### config.mk
export PLATFORM = sky130hd
export DESIGN_NAME = fp_cvt32to64_seq
export DESIGN_NICKNAME = d
export VERILOG_FILES = /design/src/rtl/fp_cvt32to64_seq_pkg.sv /design/src/rtl/fp_cvt32to64_seq_cvt.sv /design/src/rtl/fp_cvt32to64_seq.sv
export SDC_FILE = /design/constraint.sdc
export NUM_CORES = 1
export LEC_CHECK = 0
export CORE_UTILIZATION = 49
export CTS_CLUSTER_SIZE = 16
export DETAILED_ROUTE_END_ITERATION = 12
export PLACE_DENSITY = 0.86
export REMOVE_ABC_BUFFERS = 1
export SYNTH_ARGS = -nofsm -noshare
export SYNTH_HDL_FRONTEND = slang
export SYNTH_SLANG_ARGS = --single-unit
### constraint.sdc
create_clock -name clk -period 2.3 [get_ports clk]
set_clock_uncertainty 0.15 [all_clocks]
set_input_delay 0.23 -clock clk [delete_from_list [all_inputs] [get_ports clk]]
set_output_delay 0.23 -clock clk [all_outputs]
set_load 0.01 [all_outputs]
### src/rtl/fp_cvt32to64_seq_pkg.sv
// Shared FP32/FP64 types, bias constants and operand classification for the
// single-to-double widening path.
package fp_cvt32to64_seq_pkg;

  localparam int FP32_BIAS = 127;
  localparam int FP64_BIAS = 1023;

  // Exponent offset applied to a normal FP32 exponent to land in FP64 range.
  localparam logic [10:0] EXP_REBIAS      = 11'(FP64_BIAS - FP32_BIAS);
  // Starting FP64 exponent for a subnormal before any normalising shift.
  localparam logic [10:0] EXP_SUBN32_BASE = 11'h381;

  typedef struct packed {
    logic        sign;
    logic [7:0]  exp;
    logic [22:0] sig;
  } fp32_t;

  typedef struct packed {
    logic        sign;
    logic [10:0] exp;
    logic [51:0] sig;
  } fp64_t;

  typedef enum logic [2:0] {
    CLS_ZERO,
    CLS_SUBN,
    CLS_NORM,
    CLS_INF,
    CLS_QNAN,
    CLS_SNAN
  } fp32_class_e;

  function automatic fp32_class_e fp32_classify(input logic [7:0] exp, input logic [22:0] sig);
    fp32_class_e cls;
    if (exp == 8'h00) begin
      cls = (sig == 23'd0) ? CLS_ZERO : CLS_SUBN;
    end else if (exp == 8'hFF) begin
      if (sig == 23'd0) cls = CLS_INF;
      else              cls = sig[22] ? CLS_QNAN : CLS_SNAN;
    end else begin
      cls = CLS_NORM;
    end
    return cls;
  endfunction

endpackage

### src/rtl/fp_cvt32to64_seq_cvt.sv
// Combinational FP32 -> FP64 widening by exponent rebias; correct for normal,
// infinity and NaN operands only (zero/subnormal are resolved by the caller).
module fp_cvt32to64_seq_cvt
  import fp_cvt32to64_seq_pkg::*;
(
  input  logic [31:0] a,
  output logic [63:0] y
);

  fp32_t       a_s;
  fp64_t       y_s;
  logic [51:0] frac;

  assign a_s = fp32_t'(a);

  generate
    for (genvar gi = 0; gi < 23; gi++) begin : g_frac
      assign frac[gi + 29] = a_s.sig[gi];
    end
  endgenerate
  assign frac[28:0] = '0;

  always_comb begin
    y_s.sign = a_s.sign;
    y_s.sig  = frac;
    if (a_s.exp == 8'hFF) y_s.exp = 11'h7FF;
    else                  y_s.exp = {3'b000, a_s.exp} + EXP_REBIAS;
  end

  assign y = 64'(y_s);

endmodule

### src/rtl/fp_cvt32to64_seq.sv
// Sequential FP32 -> FP64 front end: one-cycle path for normal/inf/NaN, serial
// one-bit-per-cycle normalisation for subnormals, registered handshaked result.
module fp_cvt32to64_seq
  import fp_cvt32to64_seq_pkg::*;
#(
  parameter bit QUIET_SNAN = 1'b1
) (
  input  logic        clk,
  input  logic        rst_n,
  input  logic        i_v,
  output logic        i_rdy,
  input  logic [31:0] i,
  output logic        o_v,
  input  logic        o_rdy,
  output logic [63:0] o,
  output logic        o_snan,
  output logic        o_denorm
);

  typedef enum logic [1:0] {IDLE, NORM, DONE} state_e;

  state_e      state_reg, state_next;
  logic [23:0] m_reg, m_next;
  logic [10:0] e_reg, e_next;
  logic        sign_reg, sign_next;
  logic [63:0] o_reg, o_next;
  logic        o_v_reg, o_v_next;
  logic        snan_reg, snan_next;
  logic        denorm_reg, denorm_next;

  fp32_t       in_s;
  fp32_class_e in_cls;
  logic [63:0] cvt_o;
  logic        accept;
  logic [23:0] m_shift;
  logic [10:0] e_dec;
  fp64_t       norm_o;

  assign in_s   = fp32_t'(i);
  assign in_cls = fp32_classify(in_s.exp, in_s.sig);

  fp_cvt32to64_seq_cvt u_cvt (
    .a (i),
    .y (cvt_o)
  );

  assign i_rdy  = (state_reg == IDLE) || ((state_reg == DONE) && o_rdy);
  assign accept = i_v && i_rdy;

  assign m_shift = m_reg << 1;
  assign e_dec   = e_reg - 11'd1;

  always_comb begin
    norm_o.sign = sign_reg;
    norm_o.exp  = e_dec;
    norm_o.sig  = {m_shift[22:0], 29'd0};
  end

  always_comb begin
    state_next  = state_reg;
    m_next      = m_reg;
    e_next      = e_reg;
    sign_next   = sign_reg;
    o_next      = o_reg;
    o_v_next    = o_v_reg;
    snan_next   = snan_reg;
    denorm_next = denorm_reg;

    case (state_reg)
      NORM: begin
        m_next = m_shift;
        e_next = e_dec;
        if (m_shift[23]) begin
          o_next     = 64'(norm_o);
          o_v_next   = 1'b1;
          state_next = DONE;
        end
      end
      default: begin
        if (accept) begin
          snan_next   = 1'b0;
          denorm_next = 1'b0;
          o_v_next    = 1'b1;
          state_next  = DONE;
          case (in_cls)
            CLS_ZERO: o_next = {in_s.sign, 63'd0};
            CLS_SUBN: begin
              // Leading one is found by shifting until it reaches bit 23.
              m_next      = {1'b0, in_s.sig};
              e_next      = EXP_SUBN32_BASE;
              sign_next   = in_s.sign;
              o_next      = '0;
              denorm_next = 1'b1;
              o_v_next    = 1'b0;
              state_next  = NORM;
            end
            CLS_SNAN: begin
              o_next    = cvt_o;
              snan_next = 1'b1;
              if (QUIET_SNAN) o_next[51] = 1'b1;
            end
            default: o_next = cvt_o;
          endcase
        end else if ((state_reg == DONE) && o_rdy) begin
          o_v_next   = 1'b0;
          state_next = IDLE;
        end
      end
    endcase
  end

  always_ff @(posedge clk) begin
    if (!rst_n) begin
      state_reg  <= IDLE;
      m_reg      <= '0;
      e_reg      <= '0;
      sign_reg   <= 1'b0;
      o_reg      <= '0;
      o_v_reg    <= 1'b0;
      snan_reg   <= 1'b0;
      denorm_reg <= 1'b0;
    end else begin
      state_reg  <= state_next;
      m_reg      <= m_next;
      e_reg      <= e_next;
      sign_reg   <= sign_next;
      o_reg      <= o_next;
      o_v_reg    <= o_v_next;
      snan_reg   <= snan_next;
      denorm_reg <= denorm_next;
    end
  end

  assign o        = o_reg;
  assign o_v      = o_v_reg;
  assign o_snan   = snan_reg;
  assign o_denorm = denorm_reg;

endmodule

==> summary.md <==
| Metric | Value |
|---|---|
| Result of the run | complete, no violations |
| Routed vias/inst | about 6.3 |
| Avg Synthesized Cell Area | approximately 8 sq um |
| Max Transition Viols Final | 0 |
| Normalized max-slew margin | 0.603 |
| Fraction of layout cells with a size suffix above 1 | 0.109 |
| Floorplan row count | 32 |
| HPWL reported at the end of detailed placement | about 8 mm |
| Final Routed Wirelength | between 10 and 15 mm |
| Number of antenna violations at the first check in global routing | 0 |
| Synth cell count leaders | 74 x sky130_fd_sc_hd__dfxtp_1, 41 x sky130_fd_sc_hd__clkbuf_1, 39 x sky130_fd_sc_hd__nand2_1 |
| Clock latency on the worst-skew pair | 0.35 ns |
| Die Ht | approximately 90 microns |
| H-tree Lvls | 3 |
| Element type at the critical path start | register |
| Unrepaired setup endpoints after global routing | false |
| Required time of the critical path | 2.39 ns |
| Worst Setup End Kind | register |
| Internal power | 2020 uW |
| TritonRoute pass-1 iters | 6 |
| Standard cell with the maximum stage delay on the critical path | sky130_fd_sc_hd__or3b_2 |
| Maximum number of pins on one net before global-route repair | 42 |
| Compound-cell area share of the yosys netlist | 0.273 |
| Fin. Hold Viols | 0 |
| Data arrival time of the worst path | 2.23 ns |
| Post-CTS Repair Setup Buffers | 0 |
| Antenna cell count | 0 |
| Clock-pin slew reported for the worst setup and hold paths after clock tree synthesis | ~0.07 ns |
| Synth unique cells | 56 |
| Number of nets with antenna violations after routing | 0 |
| Maximum buffer depth of the clock tree | 2 |
| Setup Total Neg Slack | 0 ns |
| Via count of the first global-routing pass | about 3900 |
| Multiplexer fraction of the synthesized cell area | 0.0129 |
| Synthesized-area fraction occupied by adder cells | 0.00323 |
| Clock period minus worst slack | between 2 and 2.5 ns |
| Total number of yosys warnings | 0 |
| Total of max-cap violations | 0 |
| Power density over the cells | around 550 nW/um^2 |
| Area share of and/or/nand/nor cells after synthesis | 0.212 |
| First-pass GRT wire length | between 15 and 20 mm |
| DRC violation count after routing | 0 |
| Global routing usage summed across all routing layers | 0.277 |
| Reg power frac | 0.494 |
| Grt total ovfl | 0 |
| Number of filler instances in the final layout | 646 |
| Number of flip-flops under the largest register name | 35 |
| Cell type with the largest total area after synthesis | sky130_fd_sc_hd__dfxtp_1 |
| Sw power | 727 uW |
| Top FF cell, synth | sky130_fd_sc_hd__dfxtp_1 |
| Post-synthesis instance area | between 3000 and 4000 sq um |
| Largest family of logic cells by synthesized area | compound AO/OA/AOI/OAI gates |
| EDFF count, synth | 0 |
| Area growth from synthesis to layout | 28.3% |
| Final number of setup-violating endpoints | 0 |
| FMAX | 467 MHz |
| CTS buffer count | 9 |
| Async SR Flop Fraction | 0 |
| CP peak stage delay | between 0.5 and 0.6 ns |
| Number of cells produced by synthesis | ~480 |
| Final Wtd Congestion | between 0.8 and 0.9 |
| Iteration-0 DRC Markers | around 420 |
| Worst vdd ir | roughly 0.00032 V |
| Proportion of netlist area held by the largest area contributor | 0.382 |
| Count of instances resized after the clock tree is built | 0 |
| Routed wire per std cell | about 17 microns |
| Worst path cell trace | inv_1 > ha_1 > or3b_2 > o31a_1 > o31ai_1 > a21oi_1 |
| NumNets Final | roughly 600 |
| Synthesized-area fraction occupied by xor and xnor cells | 0.00678 |
| Multi-input gate area | 2090 sq um |
| Part of the power in the clock network | 0.349 |
| Core area | between 7000 and 8000 sq um |
| Seq. cell area | between 1000 and 1500 sq um |
| Slew of the pin with the lowest slew margin | roughly 0.60 ns |
| Cell at the root of the clock tree | sky130_fd_sc_hd__clkbuf_8 |
| Worst min-delay path class | reg2reg |
| Most numerous cell in the Yosys netlist | sky130_fd_sc_hd__dfxtp_1 |
| Number of input and output port buffers inserted | between 70 and 80 |
| Via count | about 4200 |
| Register bit total from synthesis | 74 |
| Ports | 104 |
| Hold buffer count at cts | 0 |
| X dimension of the die | a little over 90 microns |
| Type of the worst setup path | reg2reg |
| Clock net sink count | 74 |
| Proportion of power drawn by combinational gates | 0.157 |
| Largest cells by area after synthesis | sky130_fd_sc_hd__dfxtp_1 38%, sky130_fd_sc_hd__buf_4 5.6%, sky130_fd_sc_hd__o21ai_0 4.9% |
| Post-Route Hold Slack | roughly 0.30 ns |
| Part of the Yosys area used for sequential elements | 0.382 |
| Worst-path maximum fanout | 6 |
| Initial Utilization | 0.504 |
| Die Area | 8270 sq um |
| Final Cycle Share | 0.930 |
| Leakage power of the design | between 0.0015 and 0.002 uW |
| CTS tree | built |
| Switching Share | 0.264 |
[cells in the final DEF, fill, tap and decap left out, types with 3 or more instances in the layout]
cell and instances:
sky130_fd_sc_hd__dfxtp_1 74, sky130_fd_sc_hd__clkdlybuf4s50_1 74, sky130_fd_sc_hd__nand2_1 39, sky130_fd_sc_hd__o21ai_0 38, sky130_fd_sc_hd__buf_4 38, sky130_fd_sc_hd__nand3_1 31, sky130_fd_sc_hd__nor2_1 29, sky130_fd_sc_hd__nor3_1 29
sky130_fd_sc_hd__conb_1 29, sky130_fd_sc_hd__a31oi_1 25, sky130_fd_sc_hd__a221oi_1 20, sky130_fd_sc_hd__a41oi_1 20, sky130_fd_sc_hd__a21oi_1 16, sky130_fd_sc_hd__clkbuf_8 12, sky130_fd_sc_hd__nor4_1 7, sky130_fd_sc_hd__inv_1 5
sky130_fd_sc_hd__a211oi_1 5, sky130_fd_sc_hd__mux2i_1 5, sky130_fd_sc_hd__nand4_1 4, sky130_fd_sc_hd__or3_1 4, sky130_fd_sc_hd__o31ai_1 4, sky130_fd_sc_hd__nor2b_1 3, sky130_fd_sc_hd__nand2b_1 3, sky130_fd_sc_hd__or4_1 3
sky130_fd_sc_hd__o31a_1 3
[routing by layer]
metal	part of all wire	vias to the layer above	global-route usage
li1	-	1931	-
met1	0.39	1955	0.336
met2	0.48	280	0.459
met3	0.10	40	0.0758
met4	0.025	0	0.120
met5	0	-	0
[kinds of logic (layout without fill, tap and decap cells)]
group                      after synthesis  after routing
AOI/OAI and AO/OA                      153            153
xor gates and xnor gates                 3              3
adders and majority gates                1              1
buffers and inverters                   80            136
DFF                                     74             74
muxes                                    5              5
other                                    1             29
and+or+nand+nor                        166            166
[final timing paths]
kind / from / to / slack [ns] / cells past startpoint
worst max-delay path: e_reg[0] / e_reg[8] / 0.16 / 6
worst min-delay path: o[53] / o[53] / 0.30 / 2
worst max register to register: e_reg[0] / e_reg[8] / 0.16 / 6
worst min register to register: o[53] / o[53] / 0.30 / 2
[final cells by class]
class | count | share of cell area
multi-input cells | 357 | 0.420
flip-flops and latches | 74 | 0.298
clock buffers | 14 | 0.0348
well taps | 102 | 0.0257
repair buffers | 114 | 0.215
inverters | 6 | 0.00453
clock inverters | 2 | 0.00201
[worst max-delay path: cells and delay by family (launching register included)]
family / cells / cell delay (ns)
compound gates: 3 / 0.64
fa+ha+maj: 1 / 0.20
simple gates: 1 / 0.55
buf+inv: 1 / 0.12
flops: 1 / 0.36
[per-stage QoR]
step	std cells	util	setup WS, ns	area (sq um)	power [uW]
after floorplan	437	-	-1.70	3580	1550
after global placement	653	0.623	0.0173	4790	1810
after detailed placement	653	0.623	-0.105	4790	1820
after CTS	669	0.646	0.182	4970	2750
after global routing	669	0.646	0.0253	4970	2860
final	669	0.646	0.161	4970	2750
[power by group through the flow]
| stage | clock network, uW | registers (uW) | logic [uW] |
|---|---|---|---|
| finish | 959 | 1360 | 432 |
| global route | 1030 | 1370 | 465 |
| CTS | 964 | 1360 | 428 |
| detailed placement | 0 | 1390 | 426 |
| global placement | 0 | 1390 | 418 |
| floorplan | 0 | 1410 | 144 |
Note: power is estimated with default switching activity, not from simulation.
